### src/rtl/alu_sweep_driver.sv
// -----------------------------------------------------------------------------
// alu_sweep_driver
//   Command-side driver for a select-coded combinational ALU. It accepts one
//   operand pair over a valid/ready handshake, holds it on the ALU inputs and
//   steps alu_select from 0 to all-ones. For each code it waits SETTLE cycles,
//   samples alu_out and offers the sample as one beat on a valid/ready result
//   stream. A done pulse follows acceptance of the final beat.
//
// Parameters
//   WIDTH   operand / result width
//   SEL_W   select width; one sweep produces 2**SEL_W beats
//   SETTLE  cycles alu_select is held before alu_out is sampled (1..15)
//
// Ports
//   clk, rst                  rising-edge clock, synchronous active-high reset
//   in_valid/in_ready         operand handshake (ready only while idle)
//   in_a, in_b                operand pair
//   alu_a, alu_b, alu_select  registered drive into the ALU
//   alu_out                   combinational ALU result
//   res_valid/res_ready       result stream handshake
//   res_data, res_select      sampled result and the code it belongs to
//   res_last                  marks the beat for the all-ones code
//   busy                      sweep in progress
//   done                      one-cycle pulse after the last beat is accepted
// -----------------------------------------------------------------------------
module alu_sweep_driver #(
    parameter int WIDTH  = 8,
    parameter int SEL_W  = 3,
    parameter int SETTLE = 1
) (
    input  logic             clk,
    input  logic             rst,
    input  logic             in_valid,
    output logic             in_ready,
    input  logic [WIDTH-1:0] in_a,
    input  logic [WIDTH-1:0] in_b,
    output logic [WIDTH-1:0] alu_a,
    output logic [WIDTH-1:0] alu_b,
    output logic [SEL_W-1:0] alu_select,
    input  logic [WIDTH-1:0] alu_out,
    output logic             res_valid,
    input  logic             res_ready,
    output logic [WIDTH-1:0] res_data,
    output logic [SEL_W-1:0] res_select,
    output logic             res_last,
    output logic             busy,
    output logic             done
);

    typedef enum logic [1:0] {
        S_IDLE = 2'd0,
        S_WAIT = 2'd1,
        S_OUT  = 2'd2
    } state_t;

    // Settle counter is a fixed 4-bit field, so SETTLE must stay within 1..15.
    localparam logic [3:0]       SETTLE_CNT = 4'(SETTLE);
    localparam logic [SEL_W-1:0] SEL_LAST   = {SEL_W{1'b1}};
    localparam logic [SEL_W-1:0] SEL_ONE    = SEL_W'(1);

    state_t           state_q,      state_d;
    logic [3:0]       cnt_q,        cnt_d;
    logic [WIDTH-1:0] alu_a_q,      alu_a_d;
    logic [WIDTH-1:0] alu_b_q,      alu_b_d;
    logic [SEL_W-1:0] alu_sel_q,    alu_sel_d;
    logic             res_valid_q,  res_valid_d;
    logic [WIDTH-1:0] res_data_q,   res_data_d;
    logic [SEL_W-1:0] res_sel_q,    res_sel_d;
    logic             res_last_q,   res_last_d;
    logic             busy_q,       busy_d;
    logic             done_q,       done_d;

    // Next-state and next-output computation for the sweep FSM.
    always_comb begin
        state_d     = state_q;
        cnt_d       = cnt_q;
        alu_a_d     = alu_a_q;
        alu_b_d     = alu_b_q;
        alu_sel_d   = alu_sel_q;
        res_valid_d = res_valid_q;
        res_data_d  = res_data_q;
        res_sel_d   = res_sel_q;
        res_last_d  = res_last_q;
        busy_d      = busy_q;
        done_d      = 1'b0;
        case (state_q)
            S_IDLE: begin
                // Operands are only latched here, so the ALU inputs hold the
                // last pair for the whole sweep and while idle.
                if (in_valid) begin
                    alu_a_d   = in_a;
                    alu_b_d   = in_b;
                    alu_sel_d = {SEL_W{1'b0}};
                    cnt_d     = SETTLE_CNT;
                    busy_d    = 1'b1;
                    state_d   = S_WAIT;
                end else begin
                    busy_d    = 1'b0;
                end
            end
            S_WAIT: begin
                // cnt==1 marks the edge after SETTLE cycles of stable select.
                if (cnt_q == 4'd1) begin
                    res_data_d  = alu_out;
                    res_sel_d   = alu_sel_q;
                    res_last_d  = (alu_sel_q == SEL_LAST);
                    res_valid_d = 1'b1;
                    state_d     = S_OUT;
                end else begin
                    cnt_d       = cnt_q - 4'd1;
                end
            end
            S_OUT: begin
                // Beat is held untouched until the consumer takes it.
                if (res_ready) begin
                    res_valid_d = 1'b0;
                    if (res_last_q) begin
                        done_d    = 1'b1;
                        busy_d    = 1'b0;
                        state_d   = S_IDLE;
                    end else begin
                        alu_sel_d = alu_sel_q + SEL_ONE;
                        cnt_d     = SETTLE_CNT;
                        state_d   = S_WAIT;
                    end
                end else begin
                    res_valid_d = 1'b1;
                end
            end
            default: begin
                state_d     = S_IDLE;
                busy_d      = 1'b0;
                res_valid_d = 1'b0;
            end
        endcase
    end

    // State and output registers with synchronous reset.
    always_ff @(posedge clk) begin
        if (rst) begin
            state_q     <= S_IDLE;
            cnt_q       <= 4'd0;
            alu_a_q     <= {WIDTH{1'b0}};
            alu_b_q     <= {WIDTH{1'b0}};
            alu_sel_q   <= {SEL_W{1'b0}};
            res_valid_q <= 1'b0;
            res_data_q  <= {WIDTH{1'b0}};
            res_sel_q   <= {SEL_W{1'b0}};
            res_last_q  <= 1'b0;
            busy_q      <= 1'b0;
            done_q      <= 1'b0;
        end else begin
            state_q     <= state_d;
            cnt_q       <= cnt_d;
            alu_a_q     <= alu_a_d;
            alu_b_q     <= alu_b_d;
            alu_sel_q   <= alu_sel_d;
            res_valid_q <= res_valid_d;
            res_data_q  <= res_data_d;
            res_sel_q   <= res_sel_d;
            res_last_q  <= res_last_d;
            busy_q      <= busy_d;
            done_q      <= done_d;
        end
    end

    // in_ready must drop as soon as rst is raised, so it is gated by rst directly.
    assign in_ready   = (state_q == S_IDLE) && !rst;
    assign alu_a      = alu_a_q;
    assign alu_b      = alu_b_q;
    assign alu_select = alu_sel_q;
    assign res_valid  = res_valid_q;
    assign res_data   = res_data_q;
    assign res_select = res_sel_q;
    assign res_last   = res_last_q;
    assign busy       = busy_q;
    assign done       = done_q;

endmodule

### config.mk
export PLATFORM = sky130hd
export DESIGN_NAME = alu_sweep_driver
export DESIGN_NICKNAME = d
export VERILOG_FILES = /design/src/rtl/alu_sweep_driver.sv
export SDC_FILE = /design/constraint.sdc
export NUM_CORES = 1
export LEC_CHECK = 0
export ABC_AREA = 1
export BUFFER_PORTS_ARGS = -buffer_cell sky130_fd_sc_hd__buf_2
export CORE_MARGIN = 4
export CORE_UTILIZATION = 30
export CTS_BUF_LIST = sky130_fd_sc_hd__clkbuf_2 sky130_fd_sc_hd__clkbuf_4 sky130_fd_sc_hd__clkbuf_8
export DETAILED_ROUTE_END_ITERATION = 16
export PLACE_DENSITY = 0.53
export SLEW_MARGIN = 20
export SYNTH_ARGS = -nofsm -noshare
export SYNTH_HDL_FRONTEND = slang
export SYNTH_SLANG_ARGS = --single-unit
### constraint.sdc
create_clock -name clk -period 1.7 [get_ports clk]
set_input_delay 0.34 -clock clk [delete_from_list [all_inputs] [get_ports clk]]
set_output_delay 0.34 -clock clk [all_outputs]
set_load 0.05 [all_outputs]
Yosys cells after proc, flatten, opt, wreduce, memory -nomap -nowiden
Index checks and enable logic that the tools add are counted.
{ "totals": {"ff_bits": 40, "elab_cells": 62, "output_inout_bits": 35, "input_bits": 28} }
{ "op_classes": {"n_addsub": 2, "muxes": 22, "bitwise_logic": 4, "reduce_logical": 13, "eq_ne": 10} }
{ "ops": {"columns": ["operator", "n"], "rows": [
  ["2-to-1 mux 4 bit", 4],
  ["!= test 2 bit, second input constant", 6],
  ["one-hot mux 4 bit (3 select lines)", 1],
  ["2-to-1 mux 3 bit", 3],
  ["2-to-1 mux 1 bit", 7],
  ["2-to-1 mux 2 bit", 3],
  ["one-hot mux 1 bit (3 select lines)", 2],
  ["one-hot mux 2 bit (3 select lines)", 1],
  ["one-hot mux 3 bit (2 select lines)", 1],
  ["AND reduction 2 bit", 3],
  ["AND reduction 3 bit", 2],
  ["AND reduction 5 bit", 1],
  ["== test 4 x 1 -> 1 bit, second input constant", 1],
  ["NOT 1 bit", 4],
  ["AND reduction 4 bit", 1],
  ["subtractor 4 x 1 -> 4 bit, second input constant", 1],
  ["adder 3 x 1 -> 3 bit, second input constant", 1],
  ["== test 3 bit, second input constant", 1],
  ["nonzero test 3 bit", 1],
  ["OR reduction 3 bit", 1],
  ["== test 2 x 1 -> 1 bit, second input constant", 1],
  ["== test 2 bit, second input constant", 1],
  ["zero test 2 bit", 1],
  ["nonzero test 2 bit", 1],
  ["2 further kinds", 2]
]} }

Logic depth before layout (Yosys ltp)
Gate-level depths: netlist (run 1).
{ "logic_depth": {"depth_word": 4, "mapped_depth": 9} }

Worst setup path after synthesis (run 1)
OpenSTA, ideal clock, no wires.
{ "synth_path": {"kind": "input to output", "start": "input rst", "end": "output in_ready", "cell_stages": 3, "t_required_ps": 1360, "setup_slack_ps": 21, "n_path_buf": 2, "arrival_ps": 1339, "path_cell_list": "clkbuf_2 > clkbuf_1 > nor2_1"} }
{ "synth_between": {"elab_chain_cells": 2} }
{ "synth_rtl": {"columns": ["item", "line_no", "rtl"], "rows": [
  ["from (decl)", "32", "input logic rst,"],
  ["zero test 1 bit", "168", "assign in_ready = (state_q == S_IDLE) && !rst;"],
  ["logical AND 1 bit", "168", null],
  ["to (decl)", "34", "output logic in_ready,"]
]} }
Every way passes these cells.

Worst setup path in the final report (run 1)
{ "layout_path": {"start": "register state_q[0]", "end": "output in_ready"} }
{ "layout_between": {"elab_chain_cells": 2} }
{ "layout_rtl": {"columns": ["item", "line_no", "rtl"], "rows": [
  ["from (decl)", "61", "state_t state_q, state_d;"],
  ["from (signal assigned)", "153", "state_q <= state_d;"],
  ["zero test 2 bit", "168", null],
  ["logical AND 1 bit", "168", null]
]} }
Every way passes these cells.

==> results.json, run 1 <==
{
  "total_power_uw": 3412,
  "synth_cell_types": 24,
  "grt_pass1_vias": 1541,
  "rsz0062_at_grt": "false",
  "post_cts_buffers": 0,
  "die_w_um": 83.48,
  "leakage_uw": 0.001083,
  "min_path_type": "in2reg",
  "cts-root-buf": "clkbuf_8",
  "clkLatencyLatePin_ns": 0.29,
  "die_area_um2": 6969,
  "tightest_slew_ns": 0.6797,
  "status": "completed",
  "synth_area_per_cell_um2": 7.431,
  "cts_max_level": 2,
  "p_per_area_nw_per_um2": 1555,
  "post-route-period-util_pct": 93.65,
  "synth_edf_count": 0,
  "drive_gt1_share_pct": 28.47,
  "synth_xor_xnor_area_share_pct": 0,
  "synth_seq_cells": 40,
  "placementRows": 27,
  "grt_pass1_wl_mm": 6.844,
  "synth_mux_area_share_pct": 0,
  "clkTransAtPathRegs_ns": 0.08,
  "drtIter0Drc": 47,
  "synth_most_common_cell": "nand2_1",
  "wl_per_cell_um": 10.93,
  "cp-end-kind": "output pin",
  "critPathArrivalTime_ns": 1.25,
  "core_um2": 5507,
  "grt-ovfl-total": 0,
  "setup_viol": 0,
  "finalMaxSlewViolations": 0,
  "hold_viol": 0,
  "synth_compound_area_share_pct": 12.81,
  "routabilityCongestion": 0.7501,
  "grt_use_total_pct": 11.92,
  "maxCapViolCount": 0,
  "drc": 0,
  "max_freq_ghz": 0.6281,
  "grt_antenna_before_repair": 0,
  "slew-limit-headroom_pct": 54.63,
  "vias": 1576,
  "start_util_pct": 31.04,
  "routed_wl_mm": 4.011,
  "hold_buffers": 0,
  "synthCells": 230,
  "fin_skew_ns": 0.005208,
  "synth_common_cells": "53 x nand2_1, 47 x nor2_1, 40 x dfxtp_1",
  "placed_area_um2": 2086,
  "crit_type": "reg2out",
  "io_pins": 63,
  "grt_max_degree": 27,
  "antenna_cells": 0,
  "peakVddDrop_mv": 0.5602,
  "seq_area_frac_synth_pct": 46.85,
  "final_area_um2": 2193,
  "cts_tree": "yes",
  "crit_path_start_kind": "register",
  "synth_async_sr_flop_share_pct": 0,
  "synth_top_cell_by_area": "dfxtp_1",
  "synth_fp_nets": 266,
  "setup_tns_ns": 0,
  "port_buffers": 62,
  "period_needed_ns": 1.592,
  "synthAdderAreaFrac_pct": 5.857,
  "hold_depth": 3,
  "synthFlopType": "dfxtp_1",
  "synth_area_leaders": "dfxtp_1 47%, nand2_1 12%, nor2_1 10%",
  "synth_top_family_by_area": "simple AND/OR/NAND/NOR gates",
  "synthSimpleGateAreaFrac_pct": 27.53,
  "layout.nets": 330,
  "numCtsBuffers": 5,
  "clk_path_buf_depth": 2,
  "syn_to_final_growth_pct": 28.33,
  "dieHeight_um": 83.48,
  "yosysWarnings": 0,
  "cts_sinks": 40,
  "netlist_area_um2": 1709,
  "yosysTopAreaCellShare_pct": 46.85,
  "r2r_cells": 7,
  "ant_nets": 0,
  "dr.pass1.iters": 4,
  "critPathMaxFanout": 5,
  "place.detailed.hpwl_mm": 2.922,
  "required_ns": 1.36,
  "vias_per_cell": 4.294
}
-- what timing repair did --
action,in CTS,in global routing
endpoints found under the setup margin,1,1
endpoints found under the hold margin,0,0
pin swaps,0,0
gates resized for setup,1,3
-- metal layers --
layer	GRT usage [%]	vias to the layer above	part of all wire [%]
met4	3.947	0	1.6
met3	4.442	6	8.4
met2	20.85	50	46
met5	0	-	0
met1	13.33	672	44
li1	-	848	-
-- critical path: stages (launching register included) --
cell and delay [ns]:
dfxtp_1 0.34, inv_1 0.10, ha_2 0.20, inv_2 0.06, nor2_2 0.09, buf_6 0.16
-- worst paths after layout --
path               from             to  slack, ns
max          state_q[0]       in_ready       0.11
min          alu_out[5]    res_data[5]       0.29
min reg2reg        busy           busy       0.44
max reg2reg  state_q[0]  alu_select[2]       0.19
-- metrics by stage --
step,utilization [%],setup slack (ns),std cells,hold slack (ns)
final,39.83,0.1080,367,0.2892
after global routing,39.83,0.01459,367,0.2783
after CTS,39.67,0.02592,367,0.2744
after detailed placement,37.88,0.1797,359,0.4350
after global placement,37.88,0.2564,359,0.4302
after floorplan,-,0.02073,230,0.4516
-- cell families (layout without fill, tap and decap cells) --
kind of cell             after synthesis  after routing
AO/OA/AOI/OAI                         41             41
adder cells (fa/ha/maj)                8              8
buffers and inverters                 27             92
flip-flops                            40             40
AND/OR/NAND/NOR                      114            114
-- sequential cells by signal, summed over array words and instances, names as in the netlist --
signal      flops
cnt_q           4
res_valid       1
alu_b           8
res_data        8
res_select      3
res_last        1
alu_a           8
done            1
alu_select      3
state_q         2
busy            1
-- cell usage in the layout, fill, tap and decap left out, types with 3 or more instances in the layout --
| master | instances |
|---|---|
| a21oi_1 | 18 |
| buf_2 | 61 |
| buf_4 | 3 |
| clkbuf_8 | 6 |
| dfxtp_1 | 40 |
| ha_1 | 7 |
| inv_1 | 16 |
| nand2_1 | 53 |
| nand3_1 | 6 |
| nor2_1 | 46 |
| o21ai_0 | 21 |
-- area by class of cell --
cell class | count | area (µm²)
Clock inverter | 2 | 13.76
Sequential cell | 40 | 800.8
Inverter | 19 | 72.57
Multi-Input combinational cell | 163 | 794.5
Fill cell | 599 | 3313
Tap cell | 72 | 90.09
Clock buffer | 6 | 82.58
Timing Repair Buffer | 65 | 339.1
-- power breakdown --
part | switching (µW) | internal [µW]
clock network | 339 | 332
logic | 1080 | 423
registers | 113 | 1120
Power figures use the tool's default switching activity.
==> run 2, diff against run 1 <==
--- a/config.mk
+++ b/config.mk
@@ -6,6 +6,7 @@
 export NUM_CORES = 1
 export LEC_CHECK = 0
 export ABC_AREA = 1
+export ABC_CLOCK_PERIOD_IN_PS = 1700
 export BUFFER_PORTS_ARGS = -buffer_cell sky130_fd_sc_hd__buf_2
 export CORE_MARGIN = 4
 export CORE_UTILIZATION = 30
==> constraint.sdc (replaced) <==
create_clock -name clk -period 1.7 [get_ports clk]
set_input_delay 0.085 -clock clk [delete_from_list [all_inputs] [get_ports clk]]
set_output_delay 0.085 -clock clk [all_outputs]
set_load 0.05 [all_outputs]
==> results.json, run 2 (synthesized netlist as in run 1, its figures left out) <==
{
  "status": "completed",
  "io_pins": 63,
  "nFillCells": 588,
  "dr.pass1.iters": 4,
  "placementRows": 27,
  "drtIter0Drc": 41,
  "clockPowerShare_pct": 19.3,
  "core_um2": 5507,
  "cts_sinks": 40,
  "cp-end-kind": "register",
  "numCtsBuffers": 5,
  "vias": 1582,
  "clk_path_buf_depth": 2,
  "grt_max_degree": 27,
  "layout_commonest_cell": "buf_2",
  "clkLatencyLatePin_ns": 0.28,
  "start_util_pct": 31.04,
  "rsz0062_at_grt": "false",
  "clkTransAtPathRegs_ns": 0.08,
  "leakage_uw": 0.001086,
  "antenna_cells": 0,
  "grt-ovfl-total": 0,
  "fin_skew_ns": 0.003239,
  "dieHeight_um": 83.48,
  "multi_input_area_um2": 789.5,
  "finalMaxSlewViolations": 0,
  "grt_pass1_wl_mm": 6.879,
  "drive_gt1_share_pct": 28.04,
  "place.detailed.hpwl_mm": 2.863,
  "peakVddDrop_mv": 0.5610,
  "grt_antenna_before_repair": 0,
  "setup_viol": 0,
  "cts-root-buf": "clkbuf_8",
  "slew-limit-headroom_pct": 80.73,
  "power_frac_seq_pct": 36.5,
  "min_path_type": "in2reg",
  "max_freq_ghz": 0.6746,
  "period_needed_ns": 1.482,
  "maxCapViolCount": 0,
  "layout.nets": 331,
  "tightest_slew_ns": 0.2887,
  "p_sw_uw": 1520,
  "drc": 0,
  "crit_path_start_kind": "register",
  "postCtsResizedCells": 0,
  "grt_use_total_pct": 11.73,
  "intPower_uw": 1858,
  "post-route-period-util_pct": 87.20,
  "setup_tns_ns": 0,
  "wl_per_cell_um": 10.57,
  "critPathArrivalTime_ns": 1.71,
  "port_buffers": 62,
  "cts_max_level": 2,
  "routabilityCongestion": 0.7541,
  "die_w_um": 83.48,
  "final_cell_mix": "62 x buf_2, 53 x nand2_1, 47 x nor2_1",
  "required_ns": 1.93,
  "ant_nets": 0,
  "syn_to_final_growth_pct": 27.89,
  "switching_share_pct": 45.00,
  "p_per_area_nw_per_um2": 1546,
  "grt_pass1_vias": 1577,
  "cts_tree": "yes",
  "crit_type": "reg2reg",
  "post_cts_buffers": 0,
  "die_area_um2": 6969,
  "vias_per_cell": 4.299,
  "hold_buffers": 0,
  "power_frac_comb_pct": 44.2,
  "critPathMaxFanout": 7,
  "holdWs_ns": 0.04042,
  "hold_viol": 0,
  "seqCellArea_um2": 800.8,
  "routed_wl_mm": 3.888
}
[run 2: cell count changes in the layout (fill, tap and decap cells not counted), sizes merged]
cell    previous run  this run
buf               65        66
clkinv             2         3
inv               19        18
[run 2: area by class of cell]
cell class	count	share of cell area (%)
Tap cell	72	4.121
Clock buffer	6	3.778
Timing Repair Buffer	66	15.57
Multi-Input combinational cell	163	36.12
Sequential cell	40	36.63
Clock inverter	2	0.4579
Inverter	19	3.320
[run 2: path summary, 6_finish.rpt]
| path | endpoint | start | depth (start not counted) | slack [ns] |
|---|---|---|---|---|
| worst max-delay path | cnt_q[3] | state_q[0] | 9 | 0.22 |
| worst min-delay path | res_data[6] | alu_out[6] | 3 | 0.04 |
| worst max register to register | cnt_q[3] | state_q[0] | 9 | 0.22 |
| worst min register to register | busy | busy | 2 | 0.44 |
[run 2: per-stage QoR]
stage	utilization [%]	instance area [µm²]	worst slack (ns)	total power, µW	cells
finish	39.70	2186	0.2176	3379	368
global route	39.70	2186	0.08689	3641	368
CTS	39.70	2186	0.1985	3431	368
detailed placement	38.01	2093	0.2100	2769	360
global placement	38.01	2093	0.2618	2771	360
floorplan	-	1709	0.3000	2442	230
[run 2: routing by layer]
metal / routed length, µm / global-route usage (%) / share of wire [%] / vias up
li1: - / - / - / 850
met1: 1840 / 13.69 / 47 / 678
met2: 1667 / 19.97 / 43 / 49
met3: 337 / 4.738 / 8.7 / 5
met4: 42 / 3.070 / 1.1 / 0
met5: 0 / 0 / 0 / -
[run 2: power by group through the flow]
stage	logic, µW	registers [µW]	clock network, µW
floorplan	712	1730	0
global placement	1510	1260	0
detailed placement	1510	1260	0
CTS	1510	1240	679
global route	1670	1260	715
finish	1490	1230	653
[run 2: critical path, cell delays in order (launching register included)]
cell     delay, ns
dfxtp_1       0.36
inv_1         0.08
ha_1          0.29
nand2_2       0.13
nand2_2       0.10
nor2_4        0.15
nand2_1       0.10
nand2_1       0.07
nand2_1       0.04
nor2_1        0.09
==> run 3, diff against run 2 <==
--- a/config.mk
+++ b/config.mk
@@ -6,7 +6,7 @@
 export NUM_CORES = 1
 export LEC_CHECK = 0
 export ABC_AREA = 1
-export ABC_CLOCK_PERIOD_IN_PS = 1700
+export ABC_CLOCK_PERIOD_IN_PS = 1500
 export BUFFER_PORTS_ARGS = -buffer_cell sky130_fd_sc_hd__buf_2
 export CORE_MARGIN = 4
 export CORE_UTILIZATION = 30
==> constraint.sdc (replaced) <==
create_clock -name clk -period 1.5 [get_ports clk]
set_input_delay 0.075 -clock clk [delete_from_list [all_inputs] [get_ports clk]]
set_output_delay 0.075 -clock clk [all_outputs]
set_load 0.05 [all_outputs]
==> results.json, run 3 (synthesized netlist as in run 1, its figures left out) <==
{
  "cts_sinks": 40,
  "cts-root-buf": "clkbuf_8",
  "cp.buffers_inverters": 2,
  "grt-ovfl-total": 0,
  "layout_commonest_cell": "buf_2",
  "dr.pass1.iters": 4,
  "drc": 0,
  "multi_input_area_um2": 804.5,
  "tightest_slew_ns": 0.3112,
  "clkTransAtPathRegs_ns": 0.08,
  "ant_nets": 0,
  "drive_gt1_share_pct": 29.15,
  "core_um2": 5507,
  "die_w_um": 83.48,
  "slowest_stage": "dfxtp_1",
  "grt_antenna_before_repair": 0,
  "cp-end-kind": "register",
  "cts_tree": "yes",
  "required_ns": 1.68,
  "p_sw_uw": 1729,
  "wl_per_cell_um": 10.62,
  "io_pins": 63,
  "port_buffers": 62,
  "final_area_um2": 2228,
  "intPower_uw": 2332,
  "crit_type": "reg2reg",
  "routed_wl_mm": 3.898,
  "clkLatencyLatePin_ns": 0.28,
  "routabilityCongestion": 0.8099,
  "seqCellArea_um2": 802.0,
  "syn_to_final_growth_pct": 30.38,
  "maxCapViolCount": 0,
  "peakVddDrop_mv": 0.7326,
  "die_area_um2": 6969,
  "power_frac_seq_pct": 34.6,
  "grt_pass1_vias": 1517,
  "total_power_uw": 4061,
  "dieHeight_um": 83.48,
  "clockPowerShare_pct": 23.5,
  "placementRows": 27,
  "grt_pass1_wl_mm": 6.603,
  "drtIter0Drc": 28,
  "postCtsResizedCells": 0,
  "slew-limit-headroom_pct": 79.25,
  "post_cts_buffers": 0,
  "final_cell_mix": "62 x buf_2, 53 x nand2_1, 47 x nor2_1",
  "placed_area_um2": 2086,
  "hold_viol": 0,
  "cts_max_level": 2,
  "worstPathCellList": "inv_2, ha_2, inv_2, or2_1, a21oi_4, nand2_1, nand2_1, nor2_1",
  "crit_path_start_kind": "register",
  "start_util_pct": 31.04,
  "period_needed_ns": 1.424,
  "power_frac_comb_pct": 41.8,
  "cp_top_family": "simple AND/OR/NAND/NOR gates",
  "p_per_area_nw_per_um2": 1822,
  "grt_max_degree": 27,
  "hold_buffers": 0,
  "leakage_uw": 0.001094,
  "place.detailed.hpwl_mm": 2.810,
  "vias": 1549,
  "grt_use_total_pct": 11.32,
  "critPathMaxFanout": 6,
  "fin_util_pct": 40.47,
  "setup_viol": 0,
  "setup_tns_ns": 0,
  "max_freq_ghz": 0.7021,
  "layout.nets": 330,
  "nFillCells": 589,
  "antenna_cells": 0,
  "rsz0062_at_grt": "true",
  "min_path_type": "in2reg",
  "post-route-period-util_pct": 94.95,
  "numCtsBuffers": 5,
  "critPathArrivalTime_ns": 1.61,
  "clk_path_buf_depth": 2,
  "switching_share_pct": 42.57,
  "fin_skew_ns": 0.002983,
  "crit_path_max_incr_delay_ns": 0.34,
  "finalMaxSlewViolations": 0,
  "vias_per_cell": 4.221,
  "status": "completed"
}
[run 3: path summary, 6_finish.rpt]
path	from	to	slack (ns)	cells after the start
max	state_q[0]	alu_select[1]	0.08	8
min	alu_out[0]	res_data[0]	0.03	3
max reg2reg	state_q[0]	alu_select[1]	0.08	8
min reg2reg	busy	busy	0.45	2
[run 3: power groups by stage]
stage,clock network [µW],registers [µW],logic [µW]
after global placement,0,1430,1710
final,955,1410,1700
after floorplan,0,1960,807
after global routing,1030,1440,1890
after detailed placement,0,1430,1710
after CTS,980,1410,1710
[run 3: cell type report]
cell class | instances | share of cell area [%]
clock buffers | 7 | 4.323
clock inverters | 1 | 1.348
inverters | 19 | 3.257
multi-input cells | 163 | 36.10
flip-flops and latches | 40 | 35.99
well taps | 72 | 4.043
repair buffers | 65 | 14.94
[run 3: worst min-delay path: stages]
cell,delay (ns)
buf_2,0.09
nand2_1,0.05
a21oi_1,0.05
[run 3: per-stage QoR]
step | worst slack, ns | std cells | hold slack [ns]
floorplan | 0.09998 | 230 | 0.2177
global placement | 0.03705 | 359 | 0.3259
detailed placement | 0.01787 | 359 | 0.3289
CTS | 0.01228 | 367 | 0.02208
global route | -0.03968 | 367 | 0.02826
finish | 0.07579 | 367 | 0.03035
[run 3: metal layers]
metal  up-vias  share of wire, %  track usage, %
met2        48                44           18.44
met5         -                 0               0
met3         0               8.5           4.640
met1       654                48           13.82
li1        847                 -               -
met4         0                 0           3.070
